==> src/rtl/wb_periph_decoder.sv <==
// Wishbone classic single-master address decoder and response multiplexer.
// One request is latched at a time and forwarded to the single slave whose
// base/mask window matches. The slave's ack and read data are returned to the
// master. Unmapped addresses and slaves that never ack end in an error response.
module wb_periph_decoder #(
    parameter int               NS       = 4,
    parameter logic [32*NS-1:0] SLV_BASE = {32'h4000_3000, 32'h4000_2000,
                                            32'h4000_1000, 32'h4000_0000},
    parameter logic [32*NS-1:0] SLV_MASK = {4{32'hFFFF_F000}},
    parameter int               TIMEOUT  = 255
) (
    input  logic             wb_clk_i,
    input  logic             wb_rst_i,
    // master side
    input  logic             wbm_cyc_i,
    input  logic             wbm_stb_i,
    input  logic             wbm_we_i,
    input  logic [3:0]       wbm_sel_i,
    input  logic [31:0]      wbm_adr_i,
    input  logic [31:0]      wbm_dat_i,
    output logic [31:0]      wbm_dat_o,
    output logic             wbm_ack_o,
    output logic             wbm_err_o,
    // slave side
    output logic [31:0]      wbs_adr_o,
    output logic [31:0]      wbs_dat_o,
    output logic             wbs_we_o,
    output logic [3:0]       wbs_sel_o,
    output logic [NS-1:0]    wbs_stb_o,
    input  logic [32*NS-1:0] wbs_dat_i,
    input  logic [NS-1:0]    wbs_ack_i
);

    localparam int          IW       = (NS > 1) ? $clog2(NS) : 1;
    localparam logic [15:0] TMO_LAST = 16'(TIMEOUT - 1);

    typedef enum logic [1:0] {
        IDLE = 2'd0,
        BUSY = 2'd1,
        RESP = 2'd2,
        ERR  = 2'd3
    } state_t;

    state_t        state;
    state_t        state_nxt;
    logic [IW-1:0] idx;
    logic [15:0]   cnt;

    logic          dec_hit;
    logic [IW-1:0] dec_idx;
    logic          sel_ack;
    logic [31:0]   sel_dat;
    logic          req;

    assign req = wbm_cyc_i & wbm_stb_i;

    // Address decode of the live master address; lowest matching index wins.
    always_comb begin
        // NOTE: every signal written here gets a default first, so no path
        // leaves it unassigned and no latch is inferred.
        dec_hit = 1'b0;
        dec_idx = '0;
        for (int i = NS - 1; i >= 0; i--) begin
            if ((wbm_adr_i & SLV_MASK[32*i +: 32]) ==
                (SLV_BASE[32*i +: 32] & SLV_MASK[32*i +: 32])) begin
                dec_hit = 1'b1;
                dec_idx = IW'(i);
            end
        end
    end

    // Select the ack and read data of the latched target; other acks are ignored.
    always_comb begin
        sel_ack = 1'b0;
        sel_dat = '0;
        for (int i = 0; i < NS; i++) begin
            if (idx == IW'(i)) begin
                sel_ack = wbs_ack_i[i];
                sel_dat = wbs_dat_i[32*i +: 32];
            end
        end
    end

    // Next-state logic: accept only in IDLE; abort beats ack, which beats timeout.
    always_comb begin
        state_nxt = state;
        case (state)
            IDLE: begin
                if (req) begin
                    state_nxt = dec_hit ? BUSY : ERR;
                end
            end
            BUSY: begin
                if (!wbm_cyc_i) begin
                    state_nxt = IDLE;
                end else if (sel_ack) begin
                    state_nxt = RESP;
                end else if (cnt == TMO_LAST) begin
                    state_nxt = ERR;
                end
            end
            RESP:    state_nxt = IDLE;
            ERR:     state_nxt = IDLE;
            default: state_nxt = IDLE;
        endcase
    end

    // State, request latches, wait counter and returned read data.
    always_ff @(posedge wb_clk_i) begin
        // NOTE: sequential state uses non-blocking assignments so every
        // register samples pre-edge values regardless of statement order.
        if (wb_rst_i) begin
            state     <= IDLE;
            idx       <= '0;
            cnt       <= '0;
            wbm_dat_o <= '0;
            wbs_adr_o <= '0;
            wbs_dat_o <= '0;
            wbs_we_o  <= 1'b0;
            wbs_sel_o <= '0;
        end else begin
            state <= state_nxt;

            if (state == IDLE && req) begin
                wbs_adr_o <= wbm_adr_i;
                wbs_dat_o <= wbm_dat_i;
                wbs_we_o  <= wbm_we_i;
                wbs_sel_o <= wbm_sel_i;
                idx       <= dec_idx;
            end

            // Counter is held at zero outside BUSY, so it starts clean on entry.
            if (state == BUSY) begin
                cnt <= cnt + 16'd1;
            end else begin
                cnt <= '0;
            end

            if (state_nxt == ERR) begin
                wbm_dat_o <= '0;
            end else if (state == BUSY && state_nxt == RESP) begin
                wbm_dat_o <= sel_dat;
            end
        end
    end

    // Per-slave strobe is a pure decode of (BUSY, idx).
    always_comb begin
        wbs_stb_o = '0;
        if (state == BUSY) begin
            for (int i = 0; i < NS; i++) begin
                if (idx == IW'(i)) begin
                    wbs_stb_o[i] = 1'b1;
                end
            end
        end
    end

    assign wbm_ack_o = (state == RESP);
    assign wbm_err_o = (state == ERR);

endmodule
==> config.mk <==
export PLATFORM = sky130hd
export DESIGN_NAME = wb_periph_decoder
export DESIGN_NICKNAME = d
export VERILOG_FILES = /design/src/rtl/wb_periph_decoder.sv
export SDC_FILE = /design/constraint.sdc
export NUM_CORES = 1
export LEC_CHECK = 0
export CAP_MARGIN = 20
export CORE_MARGIN = 2
export CORE_UTILIZATION = 35
export CTS_CLUSTER_DIAMETER = 50
export CTS_CLUSTER_SIZE = 10
export DETAILED_ROUTE_END_ITERATION = 8
export PLACE_DENSITY_LB_ADDON = 0.3
export SLEW_MARGIN = 20
export SYNTH_ARGS = -nofsm -noshare
export SYNTH_HDL_FRONTEND = slang
export SYNTH_SLANG_ARGS = --single-unit
==> constraint.sdc <==
create_clock -name wb_clk_i -period 1.5 [get_ports wb_clk_i]
set_input_delay 0.15 -clock wb_clk_i [delete_from_list [all_inputs] [get_ports wb_clk_i]]
set_output_delay 0.15 -clock wb_clk_i [all_outputs]
set_load 0.1 [all_outputs]
* Word level (Yosys, flattened, before mapping)
Cells that the tools add are included.
** Cells by class
- $add $sub $neg :: 1
- Eq/ne operators :: 13
- Mux-type cells :: 27
- Bitwise gates (word level) :: 2
- Reductions and logical operators :: 7
** Operators with widths (count)
- 32-bit 2-to-1 mux :: 4
- 20-bit by 19-bit equality test with 1-bit output (second input constant) :: 4
- 2-bit 2-to-1 mux :: 9
- 16-bit by 1-bit adder with 16-bit output (second input constant) :: 1
- 16-bit by 8-bit equality test with 1-bit output (second input constant) :: 1
- 2-bit equality test (second input constant) :: 6
- 1-bit 2-to-1 mux :: 12
- 2-bit one-hot mux with 3 select lines :: 1
- 2-bit OR reduction :: 3
- 2-bit by 1-bit equality test with 1-bit output (second input constant) :: 2
- 2-bit logical NOT :: 2
- 4-bit 2-to-1 mux :: 1
- 1-bit logical AND :: 2
- 1-bit AND :: 1
- 1-bit inverter :: 1
** Storage, ports and cells
- Bits in registers :: 121

* Depth between registers and ports, before layout
- Depth after elaboration :: 10
- Gate-level depth with buffers :: 7
- Mapped depth without buffers :: 6

* Least setup slack after synthesis
Ideal clock, no wire load.
- Kind :: register to output
- Start :: register idx[0]
- End :: output port wbs_stb_o[1]
- Arrival :: 3.017 ns
- Data required time :: 1.350 ns
- Slack :: -1.667 ns
- Stages on the path, launching flop included :: 4
- Buffers on the path :: 2
- Path through :: dfxtp_1 -> buf_4 -> buf_2 -> nor3b_1
** Between the ends
- Cells in the longest elaborated chain, start to end :: 3
** RTL lines
- start: declaration :: line 46 : logic [IW-1:0] idx;
- start signal: assignment :: line 129 : idx <= dec_idx;
- 2-bit by 1-bit equality test with 1-bit output :: line 152 : if (idx == IW'(i)) begin
- 1-bit 2-to-1 mux :: line 152
- 4-bit 2-to-1 mux :: line 150 : if (state == BUSY) begin
- end: declaration :: line 29 : output logic [NS-1:0] wbs_stb_o,
No other way between the ends.

* Worst setup path in the final report
- Start :: register idx[0]
- End :: register wbm_dat_o[24]
** Between the ends
- Cells in the longest elaborated chain, start to end :: 10
** RTL lines
- 2-bit logical NOT :: line 77 : if (idx == IW'(i)) begin
- 1-bit 2-to-1 mux (4 in series) :: line 77
- 2-bit 2-to-1 mux :: line 96 : end else if (sel_ack) begin
- 2-bit 2-to-1 mux :: line 94 : if (!wbm_cyc_i) begin
- 2-bit one-hot mux with 3 select lines :: line 87 : case (state)
- 2-bit equality test (on tied branches) :: line 139, 141
- 2-bit OR reduction (no line) / 1-bit logical AND (equally long branches)
- end signal: assignment :: line 142 : wbm_dat_o <= sel_dat;
- end: declaration :: line 21 : output logic [31:0] wbm_dat_o,
Several ways; a longest one is shown, not always the timed one.
A chain may end at the register's enable or synchronous reset.

==> impl_metrics.json <==
{
  "clk_latency_ps": 410,
  "gp_congestion": 0.809,
  "rr_startpoint": "idx[0]$_SDFFE_PP0P_",
  "worstPathCellList": "mux4_2 -> nand3_4 -> clkbuf_16 -> mux2i_1 -> nor3_2",
  "fin_skew_ps": 4.93,
  "wl_mm": 20.0,
  "final_cells": 1133,
  "switching_share_pct": 27.7,
  "rr_worst_depth": 5,
  "crit_slowest_cell": "mux4_2",
  "io_pins": 312,
  "grt_max_degree": 39,
  "synth-seq-cells": 121,
  "core_region_area_um2": 15300,
  "cp-end-kind": "flip-flop",
  "finalCriticalPeriod_ps": 1810,
  "cts.sinks": 121,
  "fillers": 1039,
  "hpwlAfterDp_mm": 15.1,
  "grt_pass1_wl_mm": 29.3,
  "violations": "negative setup slack",
  "yosysUniqueCellTypes": 38,
  "h-tree-depth": 4,
  "layout_commonest_cell": "clkdlybuf4s50_1",
  "initial_core_util_pct": 35.9,
  "hold_buffers": 0,
  "grt_pass1_vias": 5553,
  "cp_data_arrival_time_ps": 2100,
  "max_stage_delay_ps": 590,
  "syn_avg_cell_area_um2": 9.72,
  "min_from": "wb_rst_i",
  "holdPathEnd": "idx[0]$_SDFFE_PP0P_",
  "antenna_found_initial": 1,
  "drive_above_1_share_pct": 33.7,
  "max_freq_ghz": 0.554,
  "cellLeakagePower_nw": 4.24,
  "layout_common_cells": "clkdlybuf4s50_1, nand2_1, buf_12",
  "synthesis.instances": 563,
  "hold_violations": 0,
  "numCtsBuffers": 17,
  "worst_pin_slew_ps": 410,
  "root_buffer": "clkbuf_16",
  "syn_nets": 770,
  "top_layer_used": "met4",
  "fp.dieW_um": 129,
  "outcome": "complete, but fails checks",
  "multi_input_area_um2": 3020,
  "grt_overflow_total": 0,
  "synth_area_um2": 5470,
  "drv_slew": 0,
  "rsz0062_at_grt": "true",
  "combPwrFrac_pct": 23.5,
  "holdPathStages": 3,
  "fp-row-count": 45,
  "max-slew-margin-rel_pct": 72.6,
  "dp_cells": 1097,
  "cp-start-kind": "flip-flop",
  "register_area_um2": 2430,
  "hold_class": "in2reg",
  "portBuffers": 311,
  "vias": 5510,
  "wl_met3_mm": 1.89,
  "crit_fanout": 7,
  "dieArea_um2": 16700,
  "drt_iter0_markers": 217,
  "clockBufferDepth": 2,
  "setup_tns_ps": -6980,
  "cp_data_required_time_ps": 1790,
  "setup_viol": 35,
  "viasPerCell": 4.86,
  "path_clk_slew_ps": 50,
  "r2r-end": "wbm_dat_o[24]$_SDFFE_PP0P_",
  "seqPwrFrac_pct": 35.7,
  "routed-wl-met2_mm": 10.7,
  "synth-seq-area-share_pct": 44.3,
  "drv_cap": 0,
  "critPathKind": "reg2reg",
  "cts_tree": "yes",
  "period_share_pct": 120,
  "avgRoutedWirePerCell_um": 17.7,
  "yosys_warnings": 0,
  "ant_nets": 0,
  "p_int_mw": 6.93,
  "die_h_um": 129,
  "track_usage_pct": 23.2,
  "worst_slack_ps": -306,
  "p_clk_share_pct": 40.8,
  "syn_to_final_growth_pct": 103,
  "fin_hold_ws_ps": 208,
  "r2r_slack_ps": -310,
  "dr.pass1.iters": 6,
  "vdd_drop_max_v": 0.000701,
  "switchingPower_mw": 2.65,
  "route.detailed.drc": 0,
  "finalNetCount": 1118,
  "p_per_area_nw_per_um2": 860,
  "wl_met1_mm": 7.02
}
==> worst max-delay path, delay by kind of cell, from the launching register on <==
family,cells,cell delay (ps)
buf+inv,1,190
flops,1,380
mux,2,890
simple gates,2,230
==> what timing repair did <==
| item | CTS | global route |
|---|---|---|
| pin swaps | 7 | 8 |
| gates resized for setup | 23 | 27 |
| setup buffers | 3 | 1 |
| endpoints found under the setup margin | 38 | 45 |
| cloned | 0 | 2 |
==> worst max-delay path by stage <==
stage | start | end | slack [ps] | cells after the start
2_1_floorplan | idx[0]$_SDFFE_PP0P_ | wbs_stb_o[1] | -140 | 3
4_1_cts | idx[0]$_SDFFE_PP0P_ | wbm_dat_o[7]$_SDFFE_PP0P_ | -210 | 5
3_5_place_dp | wbs_ack_i[2] | wbm_dat_o[9]$_SDFFE_PP0P_ | -430 | 6
3_3_place_gp | wbs_ack_i[2] | wbm_dat_o[27]$_SDFFE_PP0P_ | -380 | 6
5_1_grt | idx[0]$_SDFFE_PP0P_ | wbm_dat_o[24]$_SDFFE_PP0P_ | -340 | 5
6_report | idx[0]$_SDFFE_PP0P_ | wbm_dat_o[24]$_SDFFE_PP0P_ | -310 | 5
==> through the flow <==
| stage | util [%] | cell area [µm²] | setup WS (ps) | power [mW] |
|---|---|---|---|---|
| after floorplan | - | 5560 | -141 | 4.51 |
| after global placement | 67.4 | 10300 | -383 | 5.68 |
| after detailed placement | 67.4 | 10300 | -429 | 5.70 |
| after CTS | 71.9 | 11000 | -209 | 9.64 |
| after global routing | 73.0 | 11100 | -335 | 9.91 |
| final | 73.0 | 11100 | -306 | 9.58 |
==> registers in the layout (all words and copies together) (netlist names) <==
name,count
wbs_adr_o,32
wbm_dat_o,32
idx,2
wbs_dat_o,32
wbs_sel_o,4
wbs_we_o,1
state,2
cnt,16
==> routing by layer <==
| layer | GRT usage (%) | vias to the layer above |
|---|---|---|
| met3 | 8.71 | 25 |
| met4 | 8.25 | 0 |
| met2 | 42.2 | 245 |
| met5 | 0 | - |
| met1 | 24.6 | 2573 |
| li1 | - | 2667 |
==> synthesized netlist by cell type, drive strengths merged <==
library cell,number,area [µm²]
nand2,144,541
dfxtp,121,2420
a21oi,78,394
nor3,35,337
mux4,33,743
mux2i,32,320
clkbuf,28,105
buf,18,135
nor2,14,52.6
nand3,8,45.0
xor2,7,61.3
nand4,6,37.5
and3,4,25.0
o21ai,4,20.0
or3,4,25.0
and4,3,26.3
inv,3,11.3
nor4,3,18.8
xnor2,3,26.3
and2,2,12.5
ha,2,25.0
nand2b,2,12.5
nor2b,2,12.5
a21o,1,8.76
a41o,1,10.0
and4b,1,10.0
nor3b,1,7.51
nor4b,1,8.76
o211ai,1,7.51
or4,1,11.3
==> power by group through the flow <==
stage	registers [mW]	logic [mW]	clock network, mW
finish	3.42	2.25	3.91
global route	3.43	2.35	4.13
global placement	3.48	2.20	0
CTS	3.42	2.24	3.98
detailed placement	3.49	2.21	0
floorplan	4.12	0.389	0
==> cell type report <==
| cell class | instances | area share, % |
|---|---|---|
| Multi-Input combinational cell | 393 | 27.1 |
| Tap cell | 211 | 2.37 |
| Clock inverter | 9 | 0.899 |
| Timing Repair Buffer | 375 | 43.4 |
| Inverter | 3 | 0.101 |
| Sequential cell | 121 | 21.9 |
| Antenna cell | 1 | 0.0225 |
| Clock buffer | 20 | 4.19 |
==> cell families (layout without fill, tap and decap cells) <==
logic type / Yosys count / after routing / synth area share [%]
simple gates: 231 / 231 / 21.6
flops: 121 / 121 / 44.3
compound gates: 85 / 85 / 8.05
mux: 65 / 65 / 19.4
buf+inv: 49 / 407 / 4.60
xor+xnor: 10 / 10 / 1.60
fa+ha+maj: 2 / 2 / 0.457
other cells: 0 / 1 / 0
Power figures use the tool's default switching activity.
